`config.mk`:
```
export PLATFORM = sky130hd
export DESIGN_NAME = hdmi_stream_frame_ctrl
export DESIGN_NICKNAME = d
export VERILOG_FILES = /design/src/rtl/hdmi_stream_frame_ctrl.sv
export SDC_FILE = /design/constraint.sdc
export NUM_CORES = 1
export LEC_CHECK = 0
export BUFFER_PORTS_ARGS = -buffer_cell sky130_fd_sc_hd__buf_2
export CAP_MARGIN = 30
export CORE_ASPECT_RATIO = 0.6
export CORE_MARGIN = 10
export CORE_UTILIZATION = 55
export CTS_BUF_LIST = sky130_fd_sc_hd__clkbuf_8
export CTS_CLUSTER_SIZE = 28
export DETAILED_ROUTE_END_ITERATION = 8
export HOLD_SLACK_MARGIN = 0.02
export PLACE_DENSITY = 0.86
export SETUP_SLACK_MARGIN = 0.02
export SYNTH_ARGS = -nofsm -noshare
export SYNTH_HDL_FRONTEND = slang
export SYNTH_SLANG_ARGS = --single-unit
export TNS_END_PERCENT = 50
```
`constraint.sdc`:
```
create_clock -name pixel_clk -period 3.2 [get_ports pixel_clk]
set_input_delay 0.48 -clock pixel_clk [delete_from_list [all_inputs] [get_ports pixel_clk]]
set_output_delay 0.48 -clock pixel_clk [all_outputs]
set_load 0.02 [all_outputs]
```
`src/rtl/hdmi_stream_frame_ctrl.sv`:
```
// hdmi_stream_frame_ctrl
// Locks an AXI-stream pixel source to the raster of a video timing generator.
// The stream start-of-frame is aligned to frame_start, and each data_req is
// answered with one registered pixel. Line and frame framing is checked on the
// way through. On underflow or loss of sync the block outputs a background
// colour and then finds the next start-of-frame on its own.

module hdmi_stream_frame_ctrl #(
  parameter int          H_ACTIVE = 1280,
  parameter int          V_ACTIVE = 720,
  parameter logic [23:0] BG_COLOR = 24'h000000
) (
  input  logic        pixel_clk,
  input  logic        sys_rst,
  input  logic        enable,
  input  logic [23:0] s_tdata,
  input  logic        s_tvalid,
  input  logic        s_tuser,
  input  logic        s_tlast,
  output logic        s_tready,
  input  logic        frame_start,
  input  logic        data_req,
  output logic [23:0] pixel_data,
  output logic        locked,
  output logic        underflow,
  output logic        sync_err,
  output logic [7:0]  err_cnt
);

  localparam int XW = (H_ACTIVE > 1) ? $clog2(H_ACTIVE) : 1;
  localparam int YW = (V_ACTIVE > 1) ? $clog2(V_ACTIVE) : 1;

  typedef enum logic [1:0] {
    IDLE,
    SEEK_SOF,
    WAIT_FRAME,
    ACTIVE
  } state_t;

  state_t          state_q, state_d;
  logic [XW-1:0]   x_q, x_d;
  logic [YW-1:0]   y_q, y_d;
  logic [23:0]     pix_q, pix_d;
  logic            locked_q, locked_d;
  logic            under_q, under_d;
  logic            sync_q, sync_d;
  logic            frameErr_q, frameErr_d;
  logic [7:0]      cnt_q, cnt_d;

  logic atOrigin;
  logic lastX;
  logic lastY;
  logic sofBeat;
  logic midSof;

  assign atOrigin = (x_q == '0) && (y_q == '0);
  assign lastX    = (x_q == XW'(H_ACTIVE - 1));
  assign lastY    = (y_q == YW'(V_ACTIVE - 1));
  assign sofBeat  = s_tvalid & s_tuser;
  assign midSof   = sofBeat & ~atOrigin;

  // Stream ready: drop beats until SOF in SEEK_SOF. In ACTIVE, take one beat
  // per request, but hold back a stray SOF or any beat that arrives with frame_start.
  always_comb begin
    s_tready = 1'b0;
    if (enable) begin
      case (state_q)
        SEEK_SOF: s_tready = ~sofBeat;
        ACTIVE:   s_tready = data_req & ~frame_start & ~midSof;
        default:  s_tready = 1'b0;
      endcase
    end
  end

  // Next-state logic: raster position, pixel selection, framing checks and
  // error bookkeeping.
  always_comb begin
    state_d    = state_q;
    x_d        = x_q;
    y_d        = y_q;
    pix_d      = pix_q;
    locked_d   = locked_q;
    under_d    = 1'b0;
    sync_d     = 1'b0;
    frameErr_d = frameErr_q;
    cnt_d      = cnt_q;

    if (!enable) begin
      state_d  = IDLE;
      locked_d = 1'b0;
      if (data_req) begin
        pix_d = BG_COLOR;
      end
    end else begin
      if (data_req) begin
        pix_d = BG_COLOR;
      end
      case (state_q)
        IDLE: begin
          state_d = SEEK_SOF;
        end
        SEEK_SOF: begin
          if (sofBeat) begin
            state_d = WAIT_FRAME;
          end
        end
        WAIT_FRAME: begin
          if (frame_start) begin
            x_d        = '0;
            y_d        = '0;
            frameErr_d = 1'b0;
            state_d    = ACTIVE;
          end
        end
        ACTIVE: begin
          if (frame_start) begin
            sync_d  = 1'b1;
            state_d = SEEK_SOF;
          end else if (data_req) begin
            if (midSof) begin
              sync_d  = 1'b1;
              state_d = WAIT_FRAME;
            end else begin
              if (s_tvalid) begin
                pix_d = s_tdata;
                if (s_tlast != lastX) begin
                  sync_d  = 1'b1;
                  state_d = SEEK_SOF;
                end
              end else begin
                under_d = 1'b1;
              end
              if (lastX) begin
                x_d = '0;
                y_d = lastY ? '0 : y_q + 1'b1;
              end else begin
                x_d = x_q + 1'b1;
              end
              if (lastX && lastY) begin
                state_d  = SEEK_SOF;
                locked_d = ~frameErr_q;
              end
            end
          end
        end
        default: begin
          state_d = IDLE;
        end
      endcase
    end

    if (under_d || sync_d) begin
      locked_d   = 1'b0;
      frameErr_d = 1'b1;
      if (cnt_q != 8'hFF) begin
        cnt_d = cnt_q + 8'd1;
      end
    end
  end

  // State and output registers with asynchronous reset.
  always_ff @(posedge pixel_clk or posedge sys_rst) begin
    if (sys_rst) begin
      state_q    <= IDLE;
      x_q        <= '0;
      y_q        <= '0;
      pix_q      <= BG_COLOR;
      locked_q   <= 1'b0;
      under_q    <= 1'b0;
      sync_q     <= 1'b0;
      frameErr_q <= 1'b0;
      cnt_q      <= 8'd0;
    end else begin
      state_q    <= state_d;
      x_q        <= x_d;
      y_q        <= y_d;
      pix_q      <= pix_d;
      locked_q   <= locked_d;
      under_q    <= under_d;
      sync_q     <= sync_d;
      frameErr_q <= frameErr_d;
      cnt_q      <= cnt_d;
    end
  end

  assign pixel_data = pix_q;
  assign locked     = locked_q;
  assign underflow  = under_q;
  assign sync_err   = sync_q;
  assign err_cnt    = cnt_q;

endmodule

```
Word level (Yosys, flattened, before mapping)

Cells that the tools add are included.
Widths: inputs -> output; s select.

Bits in registers: 59
Output and inout port bits: 36

$add $sub $neg: 3
Equality and inequality tests: 22
Muxes and demuxes: 56
Bitwise operators: 9
Reduce and logical (&&, ||, !) cells: 16

Operators by type and width:

| cell                  | number |
|---|---|
| $mux 24               | 7 |
| $mux 10               | 6 |
| $mux 11               | 5 |
| $mux 1                | 25 |
| $pmux 11 s2           | 1 |
| $pmux 10 s2           | 1 |
| $mux 2                | 9 |
| $ne 6x6->1 const B    | 2 |
| $add 11x1->11 const B | 1 |
| $eq 11x11->1 const B  | 1 |
| $logic_not 11->1      | 1 |
| $add 10x1->10 const B | 1 |
| $eq 10x10->1 const B  | 1 |
| $logic_not 10->1      | 1 |
| $ne 2x2->1 const B    | 5 |
| $reduce_and 5->1      | 2 |
| $ne 3x1->1 const B    | 3 |
| $add 8x1->8 const B   | 1 |
| $ne 8x8->1 const B    | 1 |
| $pmux 2 s4            | 1 |
| $reduce_bool 2->1     | 4 |
| $reduce_and 7->1      | 1 |
| $ne 3x2->1 const B    | 2 |
| $ne 3x3->1 const B    | 2 |
| other kinds (13)      | 22 |

Depth between registers and ports, before layout

Gate-level depths: netlist of the first run.

Word-level depth: 12
Gate-level depth with buffers: 9

Worst setup path after synthesis of the first run

Ideal clock, no wire load.

Kind: reg-to-reg
From: reg x_q[0]
To: reg cnt_q[1] (netlist: err_cnt[1])
Library setup time: 0.128 ns
Arrival time: 2.244 ns
Data required time: 3.072 ns
Setup slack: 0.829 ns
Stages on the path, launching flop included: 10
Cells stage by stage: dfrtp_1 ha_1 nand3_1 or3b_1 buf_6 xor2_2 a311o_1 buf_6 nor2_1 mux2_1

Word-level cells in the longest chain between the ends: 11
Elaborated cells on any way between the ends: 20
Those cells by class: eq/ne: 2; mux: 12; bitwise: 2; reduce/logical: 4

Ends and longest elaborated chain:

| item                                             | RTL line | source |
|---|---|---|
| from (decl)                                      | 41       | `logic [XW-1:0] x_q, x_d;` |
| from (signal assigned)                           | 165      | `x_q <= '0;` |
| from (signal assigned)                           | 175      | `x_q <= x_d;` |
| $eq 11x11->1 or $logic_not 11->1 (tied branches) | 57, 56   |  |
| $ne 1x1->1 or $logic_and 1x1->1 (tied branches)  | 126, 56  |  |
| $mux 1 or $not 1->1 (tied branches)              | 126, 60  |  |
| $mux 1 or $and 1x1->1 (tied branches)            | 124, 60  |  |
| $mux 1                                           | 120      | `if (midSof) begin` |
| $mux 1                                           | 119      | `end else if (data_req) begin` |
| $mux 1                                           | 116      | `if (frame_start) begin` |
| $mux 1                                           | 98       | `case (state_q)` |
| $mux 1                                           | 88       | `if (!enable) begin` |
| $logic_or 1x1->1 (*)                             | 152      | `if (under_d \|\| sync_d) begin` |
| $reduce_and 2->1 (no line) (*)                   | --       |  |
| to (signal assigned)                             | 182      | `cnt_q <= cnt_d;` |
| to (decl)                                        | 48       | `logic [7:0] cnt_q, cnt_d;` |

Every way passes the cells marked *; elsewhere a longest branch is shown, timed or not.
A chain may end at the register's enable or synchronous reset.

Final worst setup path of the first run

From: reg x_q[0]
To: out s_tready

Word-level cells in the longest chain between the ends: 8

Ends and longest elaborated chain:

| item              | RTL line | source |
|---|---|---|
| $logic_not 11->1  | 56       | `assign atOrigin = (x_q == '0) && (y_q == '0);` |
| $logic_and 1x1->1 | 56       |  |
| $not 1->1         | 60       | `assign midSof = sofBeat & ~atOrigin;` |
| $and 1x1->1       | 60       |  |
| $not 1->1         | 69       | `ACTIVE: s_tready = data_req & ~frame_start & ~midSof;` |
| $and 1x1->1       | 69       |  |
| $pmux 1 s2        | 67       | `case (state_q)` |
| $mux 1            | 66       | `if (enable) begin` |
| to (decl)         | 20       | `output logic s_tready,` |

Every way passes these cells.

==> results of run 1 <==
## placed cells by master, fill, tap and decap left out, types with 6 or more instances in the layout
cell type / netlist / routed
a21oi_1: 9 / 9
a22o_1: 24 / 24
and3_1: 6 / 6
buf_2: 0 / 67
buf_4: 0 / 8
clkbuf_8: 0 / 9
dfrtp_1: 59 / 59
inv_1: 12 / 12
nand2_1: 16 / 16
nand3_1: 17 / 17
nor2_1: 16 / 16
nor3_1: 7 / 6
o21ai_0: 18 / 18
o31ai_1: 7 / 7
xor2_1: 8 / 8
## cell type report
| type | instances | area [um^2] |
|---|---|---|
| Timing Repair Buffer | 75 | 395.4 |
| Tap cell | 66 | 82.58 |
| Sequential cell | 59 | 1476 |
| Multi-Input combinational cell | 192 | 1303 |
| Clock inverter | 7 | 117.6 |
| Fill cell | 403 | 1533 |
| Inverter | 13 | 48.80 |
| Clock buffer | 9 | 123.9 |
## metrics by stage
stage	total power (W)	cell area (um^2)	std cells
2_1_floorplan	0.0009484	2887	277
3_3_place_gp	0.001018	3306	405
3_5_place_dp	0.001031	3306	405
4_1_cts	0.001858	3547	421
5_1_grt	0.001922	3547	421
6_report	0.001839	3547	421
## logic make-up (layout without fill, tap and decap cells)
logic type      count (synthesis)  after routing
fa+ha+maj                       5              5
mux                             3              3
simple gates                   90             90
buf+inv                        26            104
compound gates                 82             82
xor+xnor                       12             12
flops                          59             59
## where the power goes
| part | internal (W) | leakage, nW | switching [W] |
|---|---|---|---|
| Clock | 0.000515 | 0.117 | 0.000306 |
| Sequential | 0.000782 | 0.801 | 0.0000427 |
| Combinational | 0.0000738 | 0.871 | 0.000119 |
| Total | 0.00137 | 1.79 | 0.000468 |
## Yosys cell counts, drive strengths merged (5+ instances only)
library cell  number  area, um^2
inv               12       45.04
a21oi              9       45.04
xor2               9       86.34
nor3               7       35.03
nor4               5       31.28
nand3             17       85.08
dfrtp             59        1476
o31ai              7       52.55
and3               6       37.54
o21ai             18       90.09
a22o              24       210.2
clkbuf            11       41.29
nor2              16       60.06
ha                 5       62.56
nand2             16       60.06
## routing by layer
| layer | vias up | part of all wire (%) | global-route usage [%] |
|---|---|---|---|
| li1 | 1188 | - | - |
| met5 | - | 0 | 0 |
| met1 | 1256 | 42 | 23.45 |
| met4 | 0 | 1.7 | 6.818 |
| met3 | 18 | 11 | 7.704 |
| met2 | 139 | 45 | 27.02 |
## worst max-delay path: stages (launching register included)
cell      delay (ps)
dfrtp_1          430
inv_1             80
ha_1             140
nor4b_1          280
nand2_1          150
o211ai_2         400
a31oi_1          150
nor3_1           140
buf_2            190
## worst max-delay path by stage
stage                       from          to  cells past startpoint
after global placement    x_q[0]  err_cnt[1]                      7
after detailed placement  x_q[0]  err_cnt[1]                      7
after floorplan           x_q[0]  err_cnt[1]                      9
after CTS                 x_q[0]    s_tready                      8
after global routing      x_q[0]    s_tready                      8
final                     x_q[0]    s_tready                      8
==> results by group, run 1 <==
Synthesis
  • Mux cell area share after synthesis: 1.127%
  • Simple-Gate Fraction of Synth Area: 17.21%
  • Count of different cell masters after synthesis: 50
  • Main synth FF type: dfrtp_1
  • Post-Synth Adder-Cell Area: 2.167%
  • Post-Synth XOR/XNOR Area: 3.901%
  • Mapped Nets: 314
  • Syn Area/Cell: 10.42 um^2
  • Main combinational cell family by area after synthesis: compound AO/OA/AOI/OAI gates
  • Sequential cell area fraction in the yosys report: 51.15%
  • Synth Area in Compound Gates: 20.55%
  • Mapped cell area: 2887 um^2
  • Post-synth EDFFs: 0
  • Synth Instances: 277
  • Syn. warnings: 0
  • Seq cells post-synth: 59
  • Synth async-reset ratio: 100.0%

Clock network
  • Clk sinks: 59
  • Later-pin clock latency in the skew report: 350 ps
  • Root Driver: clkbuf_8
  • CTS H-tree depth: 3
  • Setup bufs post-CTS: 0
  • CTS tree: done
  • CTS Buf Count: 9
  • Clk slew on worst S/H paths: 70 ps
  • Post-CTS resize count: 0
  • Bufs on Longest Clock Path: 2
  • Cts hold-fix bufs: 0

Detailed routing
  • DRC: 0
  • Via Count: 2601
  • Routed WL: 7830 um
  • Vias per cell: 6.178
  • Drt pass-1 iters: 5
  • Routed len/inst: 18.60 um
  • ANT nets after route: 0
  • Initial DRC Count: 237

Run status
  • Status: complete, no violations

STA
  • Fin Clk Skew: 5.575 ps
  • RSZ-0062 raised after global routing: no
  • Normalized max-slew margin: 41.49%
  • Final min period: 2781 ps
  • Endpoints failing setup: 0
  • Final WS setup: 418.5 ps
  • Slew Viols, Final: 0
  • Pin slew with the least headroom to its limit: 873.5 ps
  • Final TNS setup: 0 ps
  • Final hold slack: 60.11 ps
  • Final period util: 86.92%
  • F_max: 0.3595 GHz
  • Hold Violations, Final: 0

Worst setup path
  • FF-to-FF End: y_q[6]
  • WS Path Type: register to primary output
  • Type of origin of the critical path: register
  • FF-to-FF Start: x_q[0]
  • Worst path required time: 2720 ps
  • Crit path max fanout: 10
  • R2R setup slack: 490 ps
  • CP endpoint kind: primary output
  • R2R depth: 8
  • Worst EP arrival: 2300 ps

Min path
  • Hold Crit Class: input pin to async pin

Floorplan
  • Core area: 5080 um^2
  • Die height: 76.12 um
  • Top Ports: 68
  • Placement Rows: 20
  • Initial Util: 56.82%
  • Die Area: 8641 um^2
  • Die X: 113.5 um

Cells and area
  • Utilization after layout: 69.83%
  • Area Overhead vs Synth: 22.89%
  • Ant diodes: 0
  • Final layout net count: 387
  • Share of cells above drive strength 1: 27.32%

Placed design
  • Routability cong.: 0.9157
  • I/O Buffers: 67
  • DP Wirelength: 5753 um
  • Pre-CTS setup slack: 549.8 ps

Flow run
  • Max_cap viols: 0

Global route
  • Vias in the first global route: 2617
  • First-pass GRT wire length: 13070 um
  • Total grt overflow: 0
  • Largest net degree at the start of global routing: 32
  • Tot GR Track Use: 18.39%
  • Initial antenna violation count: 0

Power
  • P_leak: 1.789 nW
  • PwrDens: 518.4 nW/um^2
  • VDD IR max: 302.7 uV
No activity file was read; power rests on OpenSTA's default activity.
==> run 2, diff against run 1 <==
==> constraint.sdc (replaced) <==
create_clock -name pixel_clk -period 3.2 [get_ports pixel_clk]
set_input_delay 0.48 -clock pixel_clk [delete_from_list [all_inputs] [get_ports pixel_clk]]
set_output_delay 0.48 -clock pixel_clk [all_outputs]
set_load 0.1 [all_outputs]
==> results by group, run 2 (synthesis gave the netlist of run 1 again) <==
Placed design
  • Area after DPL: 3288 um^2 (-0.53%)
  • DP Wirelength: 5344 um (-7.1%)
  • Placed Cells: 402 (-0.74%)
  • I/O Buffers: 67 (unchanged)
  • Routability cong.: 0.9321 (+1.8%)

Detailed routing
  • ANT nets after route: 0 (unchanged)
  • DRC: 0 (unchanged)
  • Drt pass-1 iters: 6 (+1)
  • Via Count: 2521 (-3.1%)
  • Vias per cell: 6.031 (-2.4%)
  • Routed WL: 7459 um (-4.7%)
  • Routed len/inst: 17.84 um (-4.1%)
  • Initial DRC Count: 296 (+25%)

Worst setup path
  • FF-to-FF Start: x_q[0]
  • Type of origin of the critical path: register
  • R2R setup slack: 500 ps (about the same)
  • Crit path max fanout: 10 (unchanged)
  • WS Path Type: register to primary output
  • FF-to-FF End: y_q[1]
  • CP Capture Point: s_tready
  • Crit-path max cell delay: 420 ps (about the same)
  • Critical path's top delay family: simple AND/OR/NAND/NOR gates
  • CP endpoint kind: primary output
  • Slowest CP cell: dfrtp_1
  • Worst path required time: 2720 ps (about the same)
  • CP Depth: 8 (unchanged)
  • Critical path startpoint: x_q[0]
  • CP Cell Sequence: inv_1 > ha_1 > nor4b_1 > nand2_1 > o211ai_4 > a31oi_1 > nor3_2 > clkbuf_4
  • Worst EP arrival: 2470 ps (+170 ps)
  • R2R depth: 9 (+1)
  • CP Buf/Inv Count: 2 (unchanged)

STA
  • Fin Clk Skew: 10.49 ps (+4.914 ps)
  • Slew Viols, Final: 0 (unchanged)
  • Final min period: 2951 ps (+169.4 ps)
  • RSZ-0062 raised after global routing: no
  • Pin slew with the least headroom to its limit: 852.7 ps (-20.80 ps)
  • Final hold slack: 184.7 ps (+124.6 ps)
  • Endpoints failing setup: 0 (unchanged)
  • Normalized max-slew margin: 42.89% (+1.4 points)
  • Final TNS setup: 0 ps (unchanged)
  • Final period util: 92.22% (+5.3 points)
  • F_max: 0.3389 GHz (-5.7%)
  • Hold Violations, Final: 0 (unchanged)

Floorplan
  • Placement Rows: 20 (unchanged)
  • Die height: 76.12 um (unchanged)
  • Die X: 113.5 um (unchanged)
  • Die Area: 8641 um^2 (unchanged)
  • Core area: 5080 um^2 (unchanged)
  • Top Ports: 68 (unchanged)
  • Initial Util: 56.82% (unchanged)

Clock network
  • Clk slew on worst S/H paths: 70 ps (about the same)
  • CTS tree: done
  • Clk sinks: 59 (unchanged)
  • CTS H-tree depth: 3 (unchanged)
  • Setup bufs post-CTS: 0 (unchanged)
  • Root Driver: clkbuf_8
  • Bufs on Longest Clock Path: 2 (unchanged)
  • CTS Buf Count: 9 (unchanged)
  • Later-pin clock latency in the skew report: 350 ps (about the same)

Global route
  • Initial antenna violation count: 0 (unchanged)
  • Largest net degree at the start of global routing: 34 (+6.3%)
  • First-pass GRT wire length: 12540 um (-4.0%)
  • Vias in the first global route: 2424 (-7.4%)
  • Tot GR Track Use: 17.71% (-0.68 points)
  • Total grt overflow: 0 (unchanged)

Power
  • VDD IR max: 318.8 uV (+5.3%)
  • PwrDens: 535.7 nW/um^2 (+3.3%)
  • P_leak: 1.780 nW (-0.46%)

Cells and area
  • Most common cell after layout, fill and taps aside: buf_2
  • Ant diodes: 0 (unchanged)
  • Area Overhead vs Synth: 22.19%
  • Commonest non-fill, non-tap cells in the layout: buf_2, dfrtp_1, a22o_1
  • Post-layout instance area: 3527 um^2 (-0.56%)
  • Finished Layout Cells: 418 (-0.71%)
  • Final layout net count: 384 (-0.78%)
  • Share of cells above drive strength 1: 26.99% (-0.34 points)
  • Fillers: 384 (-4.7%)
  • Utilization after layout: 69.43% (-0.39 points)

Run status
  • Status: complete, no violations

Min path
  • Hold Crit Class: input pin to async pin

Flow run
  • Max_cap viols: 0 (unchanged)
-- run 2: per-stage QoR --
step / total power [W] / worst slack [ps]
6_report: 0.001889 / 249.1
5_1_grt: 0.001972 / 99.77
4_1_cts: 0.001902 / 145.4
3_5_place_dp: 0.001131 / 549.4
3_3_place_gp: 0.001124 / 621.1
2_1_floorplan: 0.001053 / 178.7
-- run 2: per-layer routing --
layer  global-route usage [%]  share of wire, %  vias to the layer above
li1                         -                 -                     1181
met1                    23.99                44                     1203
met2                    24.40                45                      130
met3                    8.884                11                        7
met4                    4.167              0.82                        0
met5                        0                 0                        -
-- run 2: cell type report --
class / count / area, um^2 / share of cell area (%)
inverter: 13 / 48.80 / 1.383
clock inverter: 5 / 76.32 / 2.164
timing repair buffer: 72 / 375.4 / 10.64
tap: 66 / 82.58 / 2.341
multi-input combinational: 192 / 1316 / 37.32
sequential: 59 / 1476 / 41.86
clock buffer: 11 / 151.4 / 4.292
-- run 2: how the worst min path moves through the flow --
stage	start	end	slack, ps	cells after the start
2_1_floorplan	y_q[9]	y_q[9]	460	1
3_3_place_gp	err_cnt[6]	err_cnt[6]	480	1
3_5_place_dp	register	register	490	1
4_1_cts	sys_rst	x_q[3]	190	2
5_1_grt	sys_rst	x_q[7]	200	2
6_report	sys_rst	x_q[8]	180	2
-- run 2: timing repair --
item	4_1_cts	5_1_grt
setup endpoints to repair	0	1
resized for setup	0	2
hold buffers	0	0
-- run 2: report_power, final --
part | switching (W) | total [W] | internal [W]
Combinational | 0.000223 | 0.000296 | 0.0000726
Clock | 0.000293 | 0.000769 | 0.000476
Sequential | 0.0000420 | 0.000824 | 0.000782
Total | 0.000558 | 0.00189 | 0.00133
==> run 3, diff against run 2 <==
--- a/config.mk
+++ b/config.mk
@@ -9,12 +9,12 @@
 export CAP_MARGIN = 30
 export CORE_ASPECT_RATIO = 0.6
 export CORE_MARGIN = 10
-export CORE_UTILIZATION = 55
+export CORE_UTILIZATION = 35
 export CTS_BUF_LIST = sky130_fd_sc_hd__clkbuf_8
 export CTS_CLUSTER_SIZE = 28
 export DETAILED_ROUTE_END_ITERATION = 8
 export HOLD_SLACK_MARGIN = 0.02
-export PLACE_DENSITY = 0.86
+export PLACE_DENSITY = 0.61
 export SETUP_SLACK_MARGIN = 0.02
 export SYNTH_ARGS = -nofsm -noshare
 export SYNTH_HDL_FRONTEND = slang
==> results by group, run 3 (synthesis gave the netlist of run 1 again) <==
Power
  • Sw power: 0.0005647 W (+1.2%)
  • Gate power share: 17.2% (+1.5 points)
  • Cell-internal power: 0.001174 W (-12%)
  • Reg power frac: 47.4% (+3.8 points)
  • Sw Share: 32.49% (+2.9 points)
  • PwrDens: 491.2 nW/um^2 (-8.3%)
  • VDD IR max: 258.2 uV (-19%)
  • P_leak: 1.761 nW (-1.1%)
  • Clock Power Share: 35.5% (-5.2 points)

Placed design
  • DP Wirelength: 5714 um (+6.9%)
  • Pre-CTS setup slack: 554.7 ps (+5.269 ps)
  • Placed Cells: 446 (+11%)
  • Routability cong.: 0.8557 (-8.2%)
  • I/O Buffers: 67 (unchanged)

Detailed routing
  • Initial DRC Count: 262 (-11%)
  • Met1 WL: 3758 um (+15%)
  • Routed len/inst: 16.51 um (-7.5%)
  • ANT nets after route: 0 (unchanged)
  • Routed WL: 7628 um (+2.3%)
  • DR top layer: met4
  • Vias per cell: 5.288 (-12%)
  • DRC: 0 (unchanged)
  • Met2 WL: 3067 um (-8.0%)
  • Drt pass-1 iters: 5 (-1)
  • Via Count: 2443 (-3.1%)
  • Met3 WL: 739 um (-8.1%)

STA
  • Final period util: 91.95% (-0.27 points)
  • F_max: 0.3399 GHz (+0.29%)
  • Endpoints failing setup: 0 (unchanged)
  • Final TNS setup: 0 ps (unchanged)
  • Final WS setup: 257.7 ps (+8.635 ps)
  • Fin Clk Skew: 5.377 ps (-5.112 ps)
  • Pin slew with the least headroom to its limit: 811.7 ps (-41.00 ps)
  • Hold Violations, Final: 0 (unchanged)
  • RSZ-0062 raised after global routing: no
  • Final min period: 2942 ps (-8.635 ps)
  • Normalized max-slew margin: 45.63% (+2.7 points)
  • Slew Viols, Final: 0 (unchanged)

Worst setup path
  • Crit path max fanout: 10 (unchanged)
  • FF-to-FF Start: x_q[0]
  • R2R setup slack: 560 ps (+60 ps)
  • WS Path Type: register to primary output
  • Critical path startpoint: x_q[0]
  • Type of origin of the critical path: register
  • CP endpoint kind: primary output
  • Worst EP arrival: 2460 ps (about the same)
  • Worst path required time: 2720 ps (about the same)

Global route
  • Vias in the first global route: 2414 (-0.41%)
  • Initial antenna violation count: 0 (unchanged)
  • Largest net degree at the start of global routing: 32 (-5.9%)
  • Tot GR Track Use: 12.38% (-5.3 points)
  • First-pass GRT wire length: 12400 um (-1.2%)
  • Total grt overflow: 0 (unchanged)

Clock network
  • CTS tree: done
  • Clk slew on worst S/H paths: 70 ps (about the same)
  • Later-pin clock latency in the skew report: 350 ps (about the same)
  • Cts hold-fix bufs: 0 (unchanged)
  • CTS H-tree depth: 3 (unchanged)
  • Bufs on Longest Clock Path: 2 (unchanged)
  • Root Driver: clkbuf_8
  • Clk sinks: 59 (unchanged)
  • CTS Buf Count: 9 (unchanged)

Floorplan
  • Die Area: 12400 um^2 (+43%)
  • Die height: 90.35 um (+19%)
  • Top Ports: 68 (unchanged)
  • Die X: 137.2 um (+21%)
  • Core area: 7945 um^2 (+56%)
  • Initial Util: 36.33% (-20 points)
  • Placement Rows: 25 (+25%)

Cells and area
  • Ant diodes: 0 (unchanged)
  • Finished Layout Cells: 462 (+11%)
  • Commonest non-fill, non-tap cells in the layout: buf_2, dfrtp_1, a22o_1
  • Area Overhead vs Synth: 22.58%
  • Final layout net count: 386 (+0.52%)
  • Utilization after layout: 44.54% (-25 points)
  • Most common cell after layout, fill and taps aside: buf_2
  • Share of cells above drive strength 1: 27.40% (+0.41 points)

Min path
  • Hold Crit Class: input pin to async pin

Flow run
  • Max_cap viols: 0 (unchanged)

Run status
  • Status: complete, no violations
[run 3: path summary, 6_finish.rpt]
kind / to / cells after the start
setup / recovery: s_tready / 8
hold / removal: async pin / 3
setup reg to reg: locked / 8
hold reg to reg: err_cnt[6] / 1
max in group asynchronous: async pin / 3
min in group pixel_clk: register / 2
[run 3: stage by stage]
step	cell area, um^2	total power [W]	hold slack (ps)
after detailed placement	3356	0.001138	483.1
after global routing	3538	0.001832	217.4
final	3538	0.001738	192.9
after global placement	3356	0.001130	475.8
after CTS	3536	0.001767	191.7
after floorplan	2892	0.001053	463.3
[run 3: worst max-delay path, stage by stage, from the launching register on]
cell,delay [ps]
dfrtp_1,430
inv_1,80
ha_1,150
nor4b_1,250
nand2_1,130
o211ai_2,400
a31oi_1,190
nor3_2,140
clkbuf_4,350
[run 3: repair_timing]
action | CTS | global route
gates resized for setup | 0 | 1
endpoints found under the setup margin | 0 | 1
buffers inserted | 0 | 0
endpoints found under the hold margin | 0 | 0
[run 3: final cells by class]
class,instances,area [um^2]
fillers,774,4407
clock buffers,11,151.4
repair buffers,74,390.4
multi-input cells,192,1308
flip-flops and latches,59,1476
inverters,13,48.80
clock inverters,5,28.78
well taps,108,135.1
[run 3: power groups by stage]
stage	Combinational, W	Sequential (W)	Clock [W]
after CTS	0.000301	0.000823	0.000642
after detailed placement	0.000301	0.000837	0
after global routing	0.000322	0.000831	0.000679
final	0.000298	0.000823	0.000616
after floorplan	0.000110	0.000943	0
after global placement	0.000295	0.000836	0
[run 3: per-layer routing]
layer	track usage, %	vias to the layer above
met5	0	-
met4	3.409	0
met3	5.611	7
met2	16.73	98
met1	17.15	1151
li1	-	1187
